$ cat config.mk
export PLATFORM = sky130hd
export DESIGN_NAME = jk_excitation_driver
export DESIGN_NICKNAME = d
export VERILOG_FILES = /design/src/rtl/jk_drv_pkg.sv /design/src/rtl/jk_excite.sv /design/src/rtl/jk_excitation_driver.sv
export SDC_FILE = /design/constraint.sdc
export NUM_CORES = 1
export LEC_CHECK = 0
export ABC_AREA = 1
export CAP_MARGIN = 0
export CORE_MARGIN = 2
export CORE_UTILIZATION = 42
export DETAILED_ROUTE_END_ITERATION = 7
export PLACE_DENSITY_LB_ADDON = 0.3
export SLEW_MARGIN = 10
export SYNTH_ARGS = -nofsm -noshare
export SYNTH_HDL_FRONTEND = slang
export SYNTH_SLANG_ARGS = --single-unit
$ cat constraint.sdc
create_clock -name clk -period 1.7 [get_ports clk]
set_input_delay 0.34 -clock clk [delete_from_list [all_inputs] [get_ports clk]]
set_output_delay 0.34 -clock clk [all_outputs]
set_load 0.05 [all_outputs]
$ cat src/rtl/jk_drv_pkg.sv
// Shared types and constants for the JK excitation driver and its excitation logic.
package jk_drv_pkg;

    typedef enum logic [1:0] {
        IDLE,
        DRIVE,
        SETTLE,
        DONE
    } state_e;

    localparam int EXC_SR     = 0;
    localparam int EXC_TOGGLE = 1;

    localparam int ERR_CNT_W  = 8;
    localparam int SETTLE_W   = 4;  // holds SETTLE_CYC-1 for SETTLE_CYC up to 15
    localparam int RETRY_W    = 3;  // holds MAX_RETRY up to 7

endpackage

$ cat src/rtl/jk_excite.sv
// Combinational J/K excitation: derives the inputs that move a JK bank from q to d.
module jk_excite
    import jk_drv_pkg::*;
#(
    parameter int W          = 4,
    parameter int USE_TOGGLE = EXC_SR
) (
    input  logic [W-1:0] q,
    input  logic [W-1:0] d,
    output logic [W-1:0] j,
    output logic [W-1:0] k
);

    // Bits already at their target produce J=K=0 in both modes.
    if (USE_TOGGLE == EXC_TOGGLE) begin : g_toggle
        assign j = d ^ q;
        assign k = d ^ q;
    end else begin : g_set_reset
        assign j = d & ~q;
        assign k = ~d & q;
    end

endmodule

$ cat src/rtl/jk_excitation_driver.sv
// Drives one-cycle J/K excitation into a JK bank, waits for settling, verifies Q
// against the target with bounded retries, and reports done/err.
module jk_excitation_driver
    import jk_drv_pkg::*;
#(
    parameter int W          = 4,
    parameter int USE_TOGGLE = 0,
    parameter int SETTLE_CYC = 1,
    parameter int MAX_RETRY  = 2
) (
    input  logic                 clk,
    input  logic                 rst_n,
    input  logic                 tgt_valid,
    input  logic [W-1:0]         tgt_data,
    output logic                 tgt_ready,
    output logic [W-1:0]         j,
    output logic [W-1:0]         k,
    input  logic [W-1:0]         q_fb,
    output logic                 busy,
    output logic                 done,
    output logic                 err,
    output logic [ERR_CNT_W-1:0] err_cnt
);

    if (SETTLE_CYC < 1 || SETTLE_CYC > 15) begin : g_bad_settle
        $error("jk_excitation_driver: SETTLE_CYC must be in 1..15");
    end
    if (MAX_RETRY < 0 || MAX_RETRY > 7) begin : g_bad_retry
        $error("jk_excitation_driver: MAX_RETRY must be in 0..7");
    end
    if (USE_TOGGLE != EXC_SR && USE_TOGGLE != EXC_TOGGLE) begin : g_bad_mode
        $error("jk_excitation_driver: USE_TOGGLE must be 0 or 1");
    end
    if (W < 1) begin : g_bad_width
        $error("jk_excitation_driver: W must be at least 1");
    end

    localparam logic [SETTLE_W-1:0] SETTLE_INIT = SETTLE_W'(SETTLE_CYC - 1);
    localparam logic [RETRY_W-1:0]  RETRY_MAX   = RETRY_W'(MAX_RETRY);

    state_e                 state_q, state_d;
    logic [W-1:0]           target_q, target_d;
    logic [W-1:0]           j_q, j_d, k_q, k_d;
    logic [SETTLE_W-1:0]    settle_q, settle_d;
    logic [RETRY_W-1:0]     retry_q, retry_d;
    logic                   ready_q, ready_d;
    logic                   done_q, done_d;
    logic                   err_q, err_d;
    logic [ERR_CNT_W-1:0]   err_cnt_q, err_cnt_d;

    logic                   accept;
    logic                   match;
    logic [W-1:0]           exc_target;
    logic [W-1:0]           exc_j, exc_k;

    // ready_q is only ever high in IDLE, so no state qualifier is needed here.
    assign accept     = tgt_valid & ready_q;
    assign match      = (q_fb == target_q);
    assign exc_target = (state_q == IDLE) ? tgt_data : target_q;

    jk_excite #(
        .W          (W),
        .USE_TOGGLE (USE_TOGGLE)
    ) u_excite (
        .q (q_fb),
        .d (exc_target),
        .j (exc_j),
        .k (exc_k)
    );

    // NOTE: every signal gets a default before the case so no path can infer a latch.
    always_comb begin
        state_d   = state_q;
        target_d  = target_q;
        j_d       = '0;
        k_d       = '0;
        settle_d  = settle_q;
        retry_d   = retry_q;
        done_d    = 1'b0;
        err_d     = 1'b0;
        err_cnt_d = err_cnt_q;

        case (state_q)
            IDLE: begin
                if (accept) begin
                    target_d = tgt_data;
                    j_d      = exc_j;
                    k_d      = exc_k;
                    retry_d  = '0;
                    state_d  = DRIVE;
                end
            end
            DRIVE: begin
                settle_d = SETTLE_INIT;
                state_d  = SETTLE;
            end
            SETTLE: begin
                if (settle_q != '0) begin
                    settle_d = settle_q - SETTLE_W'(1);
                end else if (match) begin
                    done_d  = 1'b1;
                    state_d = DONE;
                end else if (retry_q != RETRY_MAX) begin
                    retry_d = retry_q + RETRY_W'(1);
                    j_d     = exc_j;
                    k_d     = exc_k;
                    state_d = DRIVE;
                end else begin
                    done_d  = 1'b1;
                    err_d   = 1'b1;
                    state_d = DONE;
                    if (err_cnt_q != '1) begin
                        err_cnt_d = err_cnt_q + ERR_CNT_W'(1);
                    end
                end
            end
            DONE: begin
                state_d = IDLE;
            end
            default: begin
                state_d = IDLE;
            end
        endcase
    end

    assign ready_d = (state_d == IDLE);

    // NOTE: non-blocking assignments here so every flop samples pre-edge values.
    always_ff @(posedge clk or negedge rst_n) begin
        if (!rst_n) begin
            state_q   <= IDLE;
            target_q  <= '0;
            j_q       <= '0;
            k_q       <= '0;
            settle_q  <= '0;
            retry_q   <= '0;
            ready_q   <= 1'b0;
            done_q    <= 1'b0;
            err_q     <= 1'b0;
            err_cnt_q <= '0;
        end else begin
            state_q   <= state_d;
            target_q  <= target_d;
            j_q       <= j_d;
            k_q       <= k_d;
            settle_q  <= settle_d;
            retry_q   <= retry_d;
            ready_q   <= ready_d;
            done_q    <= done_d;
            err_q     <= err_d;
            err_cnt_q <= err_cnt_d;
        end
    end

    assign tgt_ready = ready_q;
    assign j         = j_q;
    assign k         = k_q;
    assign busy      = (state_q != IDLE);
    assign done      = done_q;
    assign err       = err_q;
    assign err_cnt   = err_cnt_q;

endmodule

# After elaboration in Yosys (flattened, before gate mapping)
# Cells that the tools add are included.
# totals
ff_bits,32
out_inout_bits,20
# op_classes
add_sub_neg,3
eq_ne,11
n_mux,30
bitwise,8
n_reduce_logical,10
# op_table
cell,n
4-bit two-way mux,10
4-bit one-hot mux with 2 select lines,3
3-bit two-way mux,4
2-bit inequality test (second input constant),5
5-bit AND reduction,2
8-bit by 1-bit adder with 8-bit output (second input constant),1
4-bit bitwise AND,2
2-bit two-way mux,4
8-bit inequality test (second input constant),1
4-bit NOT,2
2-bit one-hot mux with 4 select lines,1
1-bit two-way mux,7
3-bit one-hot mux with 2 select lines,1
2-bit nonzero test,3
2-bit == test (second input constant),2
4-bit == test,1
2-bit logical NOT,2
2-bit AND reduction,2
4-bit nonzero test,1
4-bit by 1-bit subtractor with 4-bit output (second input constant),1
3-bit by 1-bit adder with 3-bit output (second input constant),1
3-bit by 2-bit inequality test with 1-bit output (second input constant),1
1-bit NOT,3
2-bit by 1-bit == test with 1-bit output (second input constant),1
1-bit bitwise AND,1

# Longest topological paths before layout
# logic_depth
ltp_word,8
ltp_mapped,11

# By module
# From an unflattened synthesis, not the netlist that was laid out.
# hier_totals
cells_unflattened,201
area_unflattened_um2,1627.8
# by_module_without_submodules
mod,n_inst,cells_per_inst,area_each_um2,seq_area_each_um2
jk_excitation_driver,1,185,1567.8,800.8
jk_excite,1,16,60.1,0.0

# Least setup slack after synthesis
# Ideal clock, no wire load.
# synth_timing
kind,reg-to-reg
startpoint,reg err_cnt_q[1] (netlist: err_cnt[1])
endpoint,reg err_cnt_q[5] (netlist: err_cnt[5])
setup_time_ns,0.074
arrival_time_ns,1.687
required_ns,1.626
setup_slack_ns,-0.061
stages_incl_launch_ff,9
synth_period_minus_slack_ns,1.761
path_cell_list,dfrtp_1 ha_1 nand3_2 nor2_2 nand3_2 nand3_4 buf_6 nand2_2 o21ai_2
# synth_via
elab_chain_cells,2
elab_cells_between_ends,3
# synth_rtl
element,line,rtl
from (decl),jk_excitation_driver.sv:49,"logic [ERR_CNT_W-1:0] err_cnt_q, err_cnt_d;"
from (signal assigned),jk_excitation_driver.sv:151,err_cnt_q <= err_cnt_d;
"parallel branches: the longest is 2 deep, another holds 8-bit by 1-bit adder with 8-bit output",n/a,
# Parallel ways; which one is timed is not known.
# A chain may end at the register's enable or synchronous reset.

# Worst setup path in the final report
# layout_timing
startpoint,reg state_q[0]
endpoint,out busy
# layout_via
elab_chain_cells,1
# layout_rtl
element,line,rtl
from (decl),jk_excitation_driver.sv:41,"state_e state_q, state_d;"
from (signal assigned),jk_excitation_driver.sv:142,state_q <= state_d;
2-bit nonzero test,jk_excitation_driver.sv:158,assign busy = (state_q != IDLE);
to (decl),jk_excitation_driver.sv:19,"output logic busy,"
# Every way passes these cells.

==> results.sh <==
export IMPL_status="finished, final reports clean"
export IMPL_post_route_cells_drive_above_1_share_pct=25.6
export IMPL_place_hpwl_mm=2.23
export IMPL_dominant_combinational_cell_family_by_area_after_synthesis="simple AND/OR/NAND/NOR gates"
export IMPL_clock_tree_root_cell="sky130_fd_sc_hd__clkbuf_8"
export IMPL_cts_path_max_buffers=2
export IMPL_ctsHtreeMaxLevel=2
export IMPL_met3RoutedLength_um=128
export IMPL_clkLatencyLatePin_ps=280
export IMPL_firstDrtPassIters=4
export IMPL_ys_seq_area_share_pct=47.7
export IMPL_syn_area_per_cell_um2=8.75
export IMPL_area_grow_syn2layout_pct=27.6
export IMPL_holdBufCountCts=0
export IMPL_dpl_instance_area_um2=2050
export IMPL_final_net_count=248
export IMPL_wire_length_of_the_first_global_routing_pass_mm=5.24
export IMPL_compound_cell_area_share_of_the_yosys_netlist_pct=7.82
export IMPL_setup_worst_path_class="flip-flop to primary output"
export IMPL_ys_warn_count=0
export IMPL_synthesis_nets=207
export IMPL_worst_path_max_delay_cell="sky130_fd_sc_hd__dfrtp_1"
export IMPL_drt_drc_violations_left=0
export IMPL_gp_congestion=0.787
export IMPL_first_global_vias=1187
export IMPL_synthCells=192
export IMPL_totalWireLength_mm=2.98
export IMPL_final_hold_viol_count=0
export IMPL_antenna_found_initial=0
export IMPL_fillerInstances=331
export IMPL_synth_seq_cells=32
export IMPL_maxSlewViolCount=0
export IMPL_overflow=0
export IMPL_post_cts_resize_count=0
export IMPL_wl_met1_mm=1.43
export IMPL_timing_clock_skew_ps=5.25
export IMPL_powerDensity_nw_per_um2=1350
export IMPL_port_buffers=30
export IMPL_peak_ir_drop_on_the_vdd_network_uv=520
export IMPL_cts_setup_buffers=0
export IMPL_synthSimpleGateAreaFrac_pct=29.9
export IMPL_cts_reportedPaths_clkPinSlew_ps=60
export IMPL_cts_made_buffers=5
export IMPL_final_cell_area_um2=2140
export IMPL_synthAdderAreaFrac_pct=2.98
export IMPL_numClockSinks=32
export IMPL_number_of_different_library_cells_in_the_post_synthesis_netlist=23
export IMPL_pin_count_of_the_biggest_net_entering_global_routing=33
export IMPL_layout_commonest_cell="sky130_fd_sc_hd__nand2_1"
export IMPL_mappedNetlistArea_um2=1680
export IMPL_fin_setup_tns_ps=0
export IMPL_diodes=0
export IMPL_rsz_0062_raised_after_global_routing="no"
export IMPL_slew_limit_headroom_pct=73.4
export IMPL_io_pins=31
export IMPL_vias_per_cell=4.52
export IMPL_hold_path_class="input port to asynchronous set/reset pin"
export IMPL_initialDrtViolationCount=87
export IMPL_fp_dieArea_um2=4520
export IMPL_critPathCaptureType="primary output"
export IMPL_arrival_ps=1240
export IMPL_top_layer_used="met4"
export IMPL_maxClockFrequency_ghz=0.634
export IMPL_die_height_um=67.3
export IMPL_dr_total_vias=1275
export IMPL_route_met2_wl_mm=1.39
export IMPL_min_period_over_period_pct=92.8
export IMPL_drt_wirelength_per_cell_um=10.6
export IMPL_synth_mux_area_fraction_pct=0
export IMPL_num_rows=22
export IMPL_timing_critical_path_slowest_cell_delay_ps=470
export IMPL_final_min_clock_period_ps=1580
export IMPL_synth_largest_area_cell="sky130_fd_sc_hd__dfrtp_1"
export IMPL_starting_density_of_the_core_pct=44.9
export IMPL_global_route_usage_total_pct=15.6
export IMPL_mostFrequentLayoutCells="41 x sky130_fd_sc_hd__nand2_1, 30 x sky130_fd_sc_hd__dfrtp_1, 28 x sky130_fd_sc_hd__inv_1"
export IMPL_setup_violations=0
export IMPL_synth_top_cell_area_share_pct=47.7
export IMPL_drv_max_cap_violation_count=0
export IMPL_power_static_leakage_uw=0.00108
export IMPL_critPathMaxFanout=10
export IMPL_crit_chain="nor2_4, inv_1, buf_4"
export IMPL_ant_nets=0
export IMPL_fp_dieW_um=67.3
export IMPL_post_synth_xor_xnor_area_pct=3.65
export IMPL_netlist_top_cells_area="sky130_fd_sc_hd__dfrtp_1 48%, sky130_fd_sc_hd__nand2_1 9.2%, sky130_fd_sc_hd__inv_1 6.3%, sky130_fd_sc_hd__nor2_1 4.5%, sky130_fd_sc_hd__nand3_1 3.9%"
export IMPL_worstPathRequired_ps=1360
export IMPL_worst_slew_pin_slew_ps=399
export IMPL_startpoint_type="flip-flop"
export IMPL_core_footprint_um2=3740
export IMPL_cts_tree="done"
## metrics by stage
| stage | utilization, % | instances | hold WS, ps | setup slack, ps | power (uW) |
|---|---|---|---|---|---|
| finish | 57.3 | 282 | 461 | 122 | 2890 |
| global route | 57.3 | 282 | 519 | 50.8 | 3090 |
| CTS | 57.3 | 282 | 474 | 101 | 2920 |
| detailed placement | 54.8 | 274 | 497 | -118 | 2330 |
| global placement | 54.8 | 274 | 487 | -91.9 | 2310 |
| floorplan | - | 192 | 44.4 | 99.5 | 2000 |
## layer usage
| metal | global-route usage (%) | up-vias |
|---|---|---|
| li1 | - | 678 |
| met4 | 6.12 | 0 |
| met5 | 0 | - |
| met3 | 5.00 | 5 |
| met1 | 19.9 | 573 |
| met2 | 24.5 | 19 |
## final cells by class
type,instances,area [um2],share of cell area (%)
sequential,32,803,37.5
timing repair buffer,36,333,15.5
inverter,30,113,5.25
multi-input combinational,128,744,34.7
clock buffer,8,90.1,4.20
tap,48,60.1,2.80
## sequential cells by signal, summed over array words and instances, names as in the netlist, 2 cells and up
| name | cells |
|---|---|
| settle_q | 4 |
| j | 4 |
| retry_q | 3 |
| k | 4 |
| target_q | 4 |
| err_cnt | 8 |
| state_q | 2 |
## where the power goes
group / leakage [uW] / internal (uW) / switching (uW)
clock: 0.0000455 / 330 / 258
combinational: 0.000608 / 398 / 842
sequential: 0.000424 / 922 / 139
total: 0.00108 / 1650 / 1240
## cells in the mapped netlist
cell type	count
sky130_fd_sc_hd__nand3b_1	4
sky130_fd_sc_hd__nand3_1	13
sky130_fd_sc_hd__dfrtp_1	32
sky130_fd_sc_hd__nor2_2	1
sky130_fd_sc_hd__buf_6	2
sky130_fd_sc_hd__nor2_8	1
sky130_fd_sc_hd__nand2_4	2
sky130_fd_sc_hd__nand2_2	7
sky130_fd_sc_hd__o21ai_2	6
sky130_fd_sc_hd__inv_1	28
sky130_fd_sc_hd__ha_1	4
sky130_fd_sc_hd__nor2_1	20
sky130_fd_sc_hd__nand2_1	41
sky130_fd_sc_hd__nor2_4	2
sky130_fd_sc_hd__o21ai_0	9
sky130_fd_sc_hd__nand3_4	2
sky130_fd_sc_hd__o22ai_1	3
sky130_fd_sc_hd__inv_2	2
sky130_fd_sc_hd__nand3_2	2
sky130_fd_sc_hd__xnor2_1	4
sky130_fd_sc_hd__xor2_1	3
sky130_fd_sc_hd__a21oi_1	3
sky130_fd_sc_hd__and2_2	1
## cells by family (layout without fill, tap and decap cells)
group | count (synthesis) | count (layout)
AND/OR/NAND/NOR | 96 | 96
flip-flops | 32 | 32
XOR/XNOR | 7 | 7
buffers and inverters | 32 | 74
AO/OA/AOI/OAI | 21 | 21
adder cells (fa/ha/maj) | 4 | 4
## worst max-delay path: cells and delay by family (launching register included)
family | cells | cell delay (ps)
flip-flops | 1 | 470
buffers and inverters | 2 | 250
AND/OR/NAND/NOR | 1 | 240
## worst paths after layout
check / start / end / slack [ps] / depth (start not counted)
max: state_q[0] / busy / 120 / 3
min: rst_n / settle_q[0] / 460 / 2
max reg2reg: settle_q[0] / err_cnt[0] / 160 / 8
min reg2reg: settle_q[0] / settle_q[0] / 500 / 1
max in group asynchronous: rst_n / err_cnt[0] / 920 / 2
min in group clk: settle_q[0] / settle_q[0] / 500 / 1
Note: power is estimated with default switching activity, not from simulation.
